### src/rtl/uart_tx_queue.sv
// Byte FIFO feeding a UART transmitter through a DATA/STROBE handshake gated by TX_BUSY.
// Latency: push visible in LEVEL after 1 edge; first strobe 1 edge after the byte lands; pop on the edge that drops the strobe.
// Backpressure: none beyond FULL; a push into a full queue with no pop is dropped and sets sticky OVERFLOW.
module uart_tx_queue #(
  parameter int DEPTH_LOG2  = 4,
  parameter int ACK_TIMEOUT = 8
) (
  input  logic                  CLK,
  input  logic                  RESET,
  input  logic [7:0]            WR_DATA,
  input  logic                  WR_EN,
  input  logic                  FLUSH,
  input  logic                  CLEAR_OVF,
  output logic                  FULL,
  output logic                  EMPTY,
  output logic [DEPTH_LOG2:0]   LEVEL,
  output logic                  OVERFLOW,
  output logic [7:0]            TX_DATA,
  output logic                  TX_STROBE,
  input  logic                  TX_BUSY
);

  localparam int DEPTH = 1 << DEPTH_LOG2;
  localparam int CW    = (ACK_TIMEOUT > 1) ? $clog2(ACK_TIMEOUT) : 1;

  typedef enum logic [1:0] {
    S_IDLE = 2'd0,
    S_ACK  = 2'd1,
    S_DONE = 2'd2
  } state_t;

  logic [7:0]            mem_q [DEPTH];
  logic [DEPTH_LOG2-1:0] wr_ptr_q, wr_ptr_d;
  logic [DEPTH_LOG2-1:0] rd_ptr_q, rd_ptr_d;
  logic [DEPTH_LOG2:0]   level_q, level_d;
  logic                  ovf_q, ovf_d;
  logic [7:0]            tx_data_q, tx_data_d;
  logic                  strobe_q, strobe_d;
  logic [CW-1:0]         cnt_q, cnt_d;
  state_t                state_q, state_d;

  logic full;
  logic empty;
  logic push;
  logic pop;

  // Queue bookkeeping: the pop is the cycle the strobe is visible, so a full queue can still accept a push then.
  always_comb begin
    full     = (level_q == (DEPTH_LOG2 + 1)'(DEPTH));
    empty    = (level_q == '0);
    pop      = strobe_q && !FLUSH;
    push     = WR_EN && (!full || strobe_q) && !FLUSH;
    wr_ptr_d = wr_ptr_q;
    rd_ptr_d = rd_ptr_q;
    level_d  = level_q;
    ovf_d    = ovf_q;
    if (FLUSH) begin
      wr_ptr_d = '0;
      rd_ptr_d = '0;
      level_d  = '0;
    end else begin
      if (push) wr_ptr_d = wr_ptr_q + DEPTH_LOG2'(1);
      if (pop)  rd_ptr_d = rd_ptr_q + DEPTH_LOG2'(1);
      if (push && !pop)      level_d = level_q + (DEPTH_LOG2 + 1)'(1);
      else if (pop && !push) level_d = level_q - (DEPTH_LOG2 + 1)'(1);
    end
    // A dropped push beats a simultaneous clear.
    if (WR_EN && !FLUSH && full && !strobe_q) ovf_d = 1'b1;
    else if (CLEAR_OVF)                       ovf_d = 1'b0;
  end

  // Sequencer next-state: strobe once per byte, then wait for busy (or the timeout) and for busy to fall.
  always_comb begin
    state_d   = state_q;
    cnt_d     = cnt_q;
    strobe_d  = 1'b0;
    tx_data_d = tx_data_q;
    case (state_q)
      S_IDLE: begin
        if (!empty && !TX_BUSY && !FLUSH) begin
          tx_data_d = mem_q[rd_ptr_q];
          strobe_d  = 1'b1;
          cnt_d     = '0;
          state_d   = S_ACK;
        end
      end
      S_ACK: begin
        if (TX_BUSY) begin
          state_d = S_DONE;
        end else if (cnt_q == CW'(ACK_TIMEOUT - 1)) begin
          state_d = S_DONE;
        end else begin
          cnt_d = cnt_q + CW'(1);
        end
      end
      S_DONE: begin
        if (!TX_BUSY) state_d = S_IDLE;
      end
      default: state_d = S_IDLE;
    endcase
  end

  // Byte storage has no reset; contents are only read behind a valid level.
  always_ff @(posedge CLK) begin
    if (push) mem_q[wr_ptr_q] <= WR_DATA;
  end

  // Control and output registers.
  always_ff @(posedge CLK or posedge RESET) begin
    if (RESET) begin
      wr_ptr_q  <= '0;
      rd_ptr_q  <= '0;
      level_q   <= '0;
      ovf_q     <= 1'b0;
      tx_data_q <= 8'h00;
      strobe_q  <= 1'b0;
      cnt_q     <= '0;
      state_q   <= S_IDLE;
    end else begin
      wr_ptr_q  <= wr_ptr_d;
      rd_ptr_q  <= rd_ptr_d;
      level_q   <= level_d;
      ovf_q     <= ovf_d;
      tx_data_q <= tx_data_d;
      strobe_q  <= strobe_d;
      cnt_q     <= cnt_d;
      state_q   <= state_d;
    end
  end

  assign FULL      = full;
  assign EMPTY     = empty;
  assign LEVEL     = level_q;
  assign OVERFLOW  = ovf_q;
  assign TX_DATA   = tx_data_q;
  assign TX_STROBE = strobe_q;

endmodule

### config.mk
export PLATFORM = sky130hd
export DESIGN_NAME = uart_tx_queue
export DESIGN_NICKNAME = d
export VERILOG_FILES = /design/src/rtl/uart_tx_queue.sv
export SDC_FILE = /design/constraint.sdc
export NUM_CORES = 1
export LEC_CHECK = 0
export BUFFER_PORTS_ARGS = -buffer_cell sky130_fd_sc_hd__buf_2
export CELL_PAD_IN_SITES_DETAIL_PLACEMENT = 0
export CELL_PAD_IN_SITES_GLOBAL_PLACEMENT = 1
export CORE_AREA = 5 5 117 119
export DETAILED_ROUTE_END_ITERATION = 7
export DIE_AREA = 0 0 122 124
export GPL_TIMING_DRIVEN = 0
export PLACE_DENSITY_LB_ADDON = 0.15
export SLEW_MARGIN = 25
export SYNTH_ARGS = -nofsm -noshare
export SYNTH_HDL_FRONTEND = slang
export SYNTH_SLANG_ARGS = --single-unit
### constraint.sdc
create_clock -name CLK -period 2.6 [get_ports CLK]
set_input_delay 0.78 -clock CLK [delete_from_list [all_inputs] [get_ports CLK]]
set_output_delay 0.78 -clock CLK [all_outputs]
set_load 0.01 [all_outputs]
==> results.ini <==
[outcome]
status=completed

[worst_setup_path]
cp_slowest_cell=or4_4
critPathKind=register to output port
path_cells=or4_4 > nor2_1 > buf_2
critPathCaptureType=output port
crit_path_max_incr_delay_ns=0.63
crit_buf_inv=1
critical-path-top-delay-family=simple AND/OR/NAND/NOR gates
startpoint_type=register
cp.required_ns=1.82
crit_fanout=5
worstPathArrival_ns=1.73

[final_layout]
fin_area_um2=7300
drive_gt1_share_pct=30.2
diodes=0
num-nets-final=428
fill_cells=941
seqCellArea_um2=4550
multi_input_area_um2=1780
syn2layout_area_growth_pct=13.5
final_core_utilization_pct=58.6

[synth]
synth_cell_types=42
synth.largest_area_cell=edfxtp_1
syn_avg_cell_area_um2=18.2
yosysMostFrequentCell=edfxtp_1
ys_top_cells_by_count=edfxtp_1 (128), mux4_2 (32), dfrtp_1 (28), nor2_1 (26), o22ai_1 (17)
synth_edf_count=128
syn_area_um2=6430
netlist_instances=354
yosys-top-cells-area=edfxtp_1 (60%), mux4_2 (11%), dfrtp_1 (11%), ha_1 (2.1%), o22ai_1 (1.7%)
syn_nets=380
synth_top_area_share_pct=59.8
yosys_register_bits=156
seq_area_frac_synth_pct=70.7
synthArstFlopShare_pct=17.9
ys.warnings.count=0
synth_flop_cell=edfxtp_1

[global_routing]
grt_pass1_wl_um=19600
grt_usage_pct=18.3
antenna_found_initial=0
grt_start_max_net_pins=29
grt-ovfl-total=0
grt_pass1_vias=3332

[routing]
drt-total-wl_um=12400
wl_per_cell_um=21.2
vias=3248
drtPass1Iterations=4
drcViolationCount=0
first_iter_violations=311
vias_per_cell=5.57
drtAntennaViolNets=0

[die]
coreArea_um2=12500
core.rowCount=41
start_util_pct=51.6
die_height_um=124
die_w_um=122
io_pins=31
die_area_um2=15100

[clock_network]
clkTransAtPathRegs_ns=0.05
cts_setup_buffers=0
cts_resized=0
clkSinkCount=156
ctsHtreeMaxLevel=4
cts_tree=built
worstSkewPairLatency_ns=0.41
cts_buffer_depth=2
cts-root-buf=clkbuf_16
cts_hold_buf=0
cts_made_buffers=17

[power]
powerDensity_nw_per_um2=873
total_power_mw=6.37
leakage_nw=2.51
ir_drop_mv=0.602

[sta]
slew_viol_final=0
skew_ns=0.00501
rsz0062_at_grt=true
timing.final.crit_share_pct=96.7
hold_violations=0
worst_pin_slew_ns=0.848
fin_crit_ns=2.51
setup_viol=0
fmax_mhz=398
maxSlewHeadroom_pct=43.2

[placement]
placed_area_um2=6820
io_buffers=29
place.gp.congestion=0.764
hpwl_um=8220

[min_path]
hold_class=primary input to async pin

[run]
drv_cap=0

cells in the final DEF, fill, tap and decap left out, drive strengths merged, types with 5 or more instances in the layout:
| cell | count |
|---|---|
| edfxtp | 128 |
| buf | 41 |
| mux4 | 32 |
| clkbuf | 30 |
| dfrtp | 28 |
| nor2 | 26 |
| o22ai | 17 |
| a21oi | 13 |
| mux2 | 12 |
| ha | 11 |
| nand2 | 10 |
| nand2b | 8 |
| inv | 8 |
| clkinv | 6 |
| mux2i | 5 |
layout make-up:
class / count / area share [%]
flip-flops and latches: 156 / 62.3
multi-input cells: 170 / 24.4
clock buffers: 23 / 6.14
well taps: 172 / 2.95
repair buffers: 29 / 1.99
plain buffers: 19 / 1.41
inverters: 9 / 0.463
clock inverters: 5 / 0.326
stage by stage:
step	setup TNS [ns]	instances	hold slack [ns]	worst slack, ns
after CTS	0	583	0.454	0.00551
after detailed placement	-31.90	555	0.482	-0.315
after global routing	-1.22	583	0.495	-0.0684
after floorplan	0	354	0.457	0.00267
final	0	583	0.447	0.0858
after global placement	-42.57	555	0.471	-0.700
layer usage:
metal / GRT usage [%] / routed length (um) / vias up
li1: - / - / 1489
met2: 28.7 / 6010 / 68
met3: 3.81 / 593 / 14
met1: 25.7 / 5560 / 1677
met4: 6.93 / 198 / 0
met5: 0 / 0 / -
path summary, 6_finish.rpt:
check                                from          end  slack (ns)  cells past startpoint
min in group CLK                 cnt_q[0]     cnt_q[0]        0.48                      1
max in group asynchronous           RESET     LEVEL[1]        1.71                      2
worst max-delay path             LEVEL[3]        EMPTY        0.09                      3
worst max register to register  TX_STROBE  mem_q[7][5]        0.18                      5
worst min-delay path                RESET    TX_STROBE        0.45                      2
worst min register to register   cnt_q[0]     cnt_q[0]        0.48                      1
sequential cells by signal, indices dropped and copies added, names as in the netlist:
signal,cells
TX_STROBE,1
rd_ptr_q,4
TX_DATA,8
OVERFLOW,1
mem_q,128
wr_ptr_q,4
state_q,2
LEVEL,5
cnt_q,3
power by group:
part	internal [mW]	total [mW]	switching, mW
Sequential	2.88	3.05	0.169
Combinational	0.624	1.28	0.657
Clock	1.18	2.04	0.853
Total	4.69	6.37	1.68
cells by family after synthesis:
family | share of synthesized area [%]
buffers and inverters | 2.12
muxes | 14.3
and+or+nand+nor | 4.89
AOI/OAI and AO/OA | 4.71
adders and majority gates | 2.45
DFF | 70.7
xor gates and xnor gates | 0.818
Power figures use the tool's default switching activity.
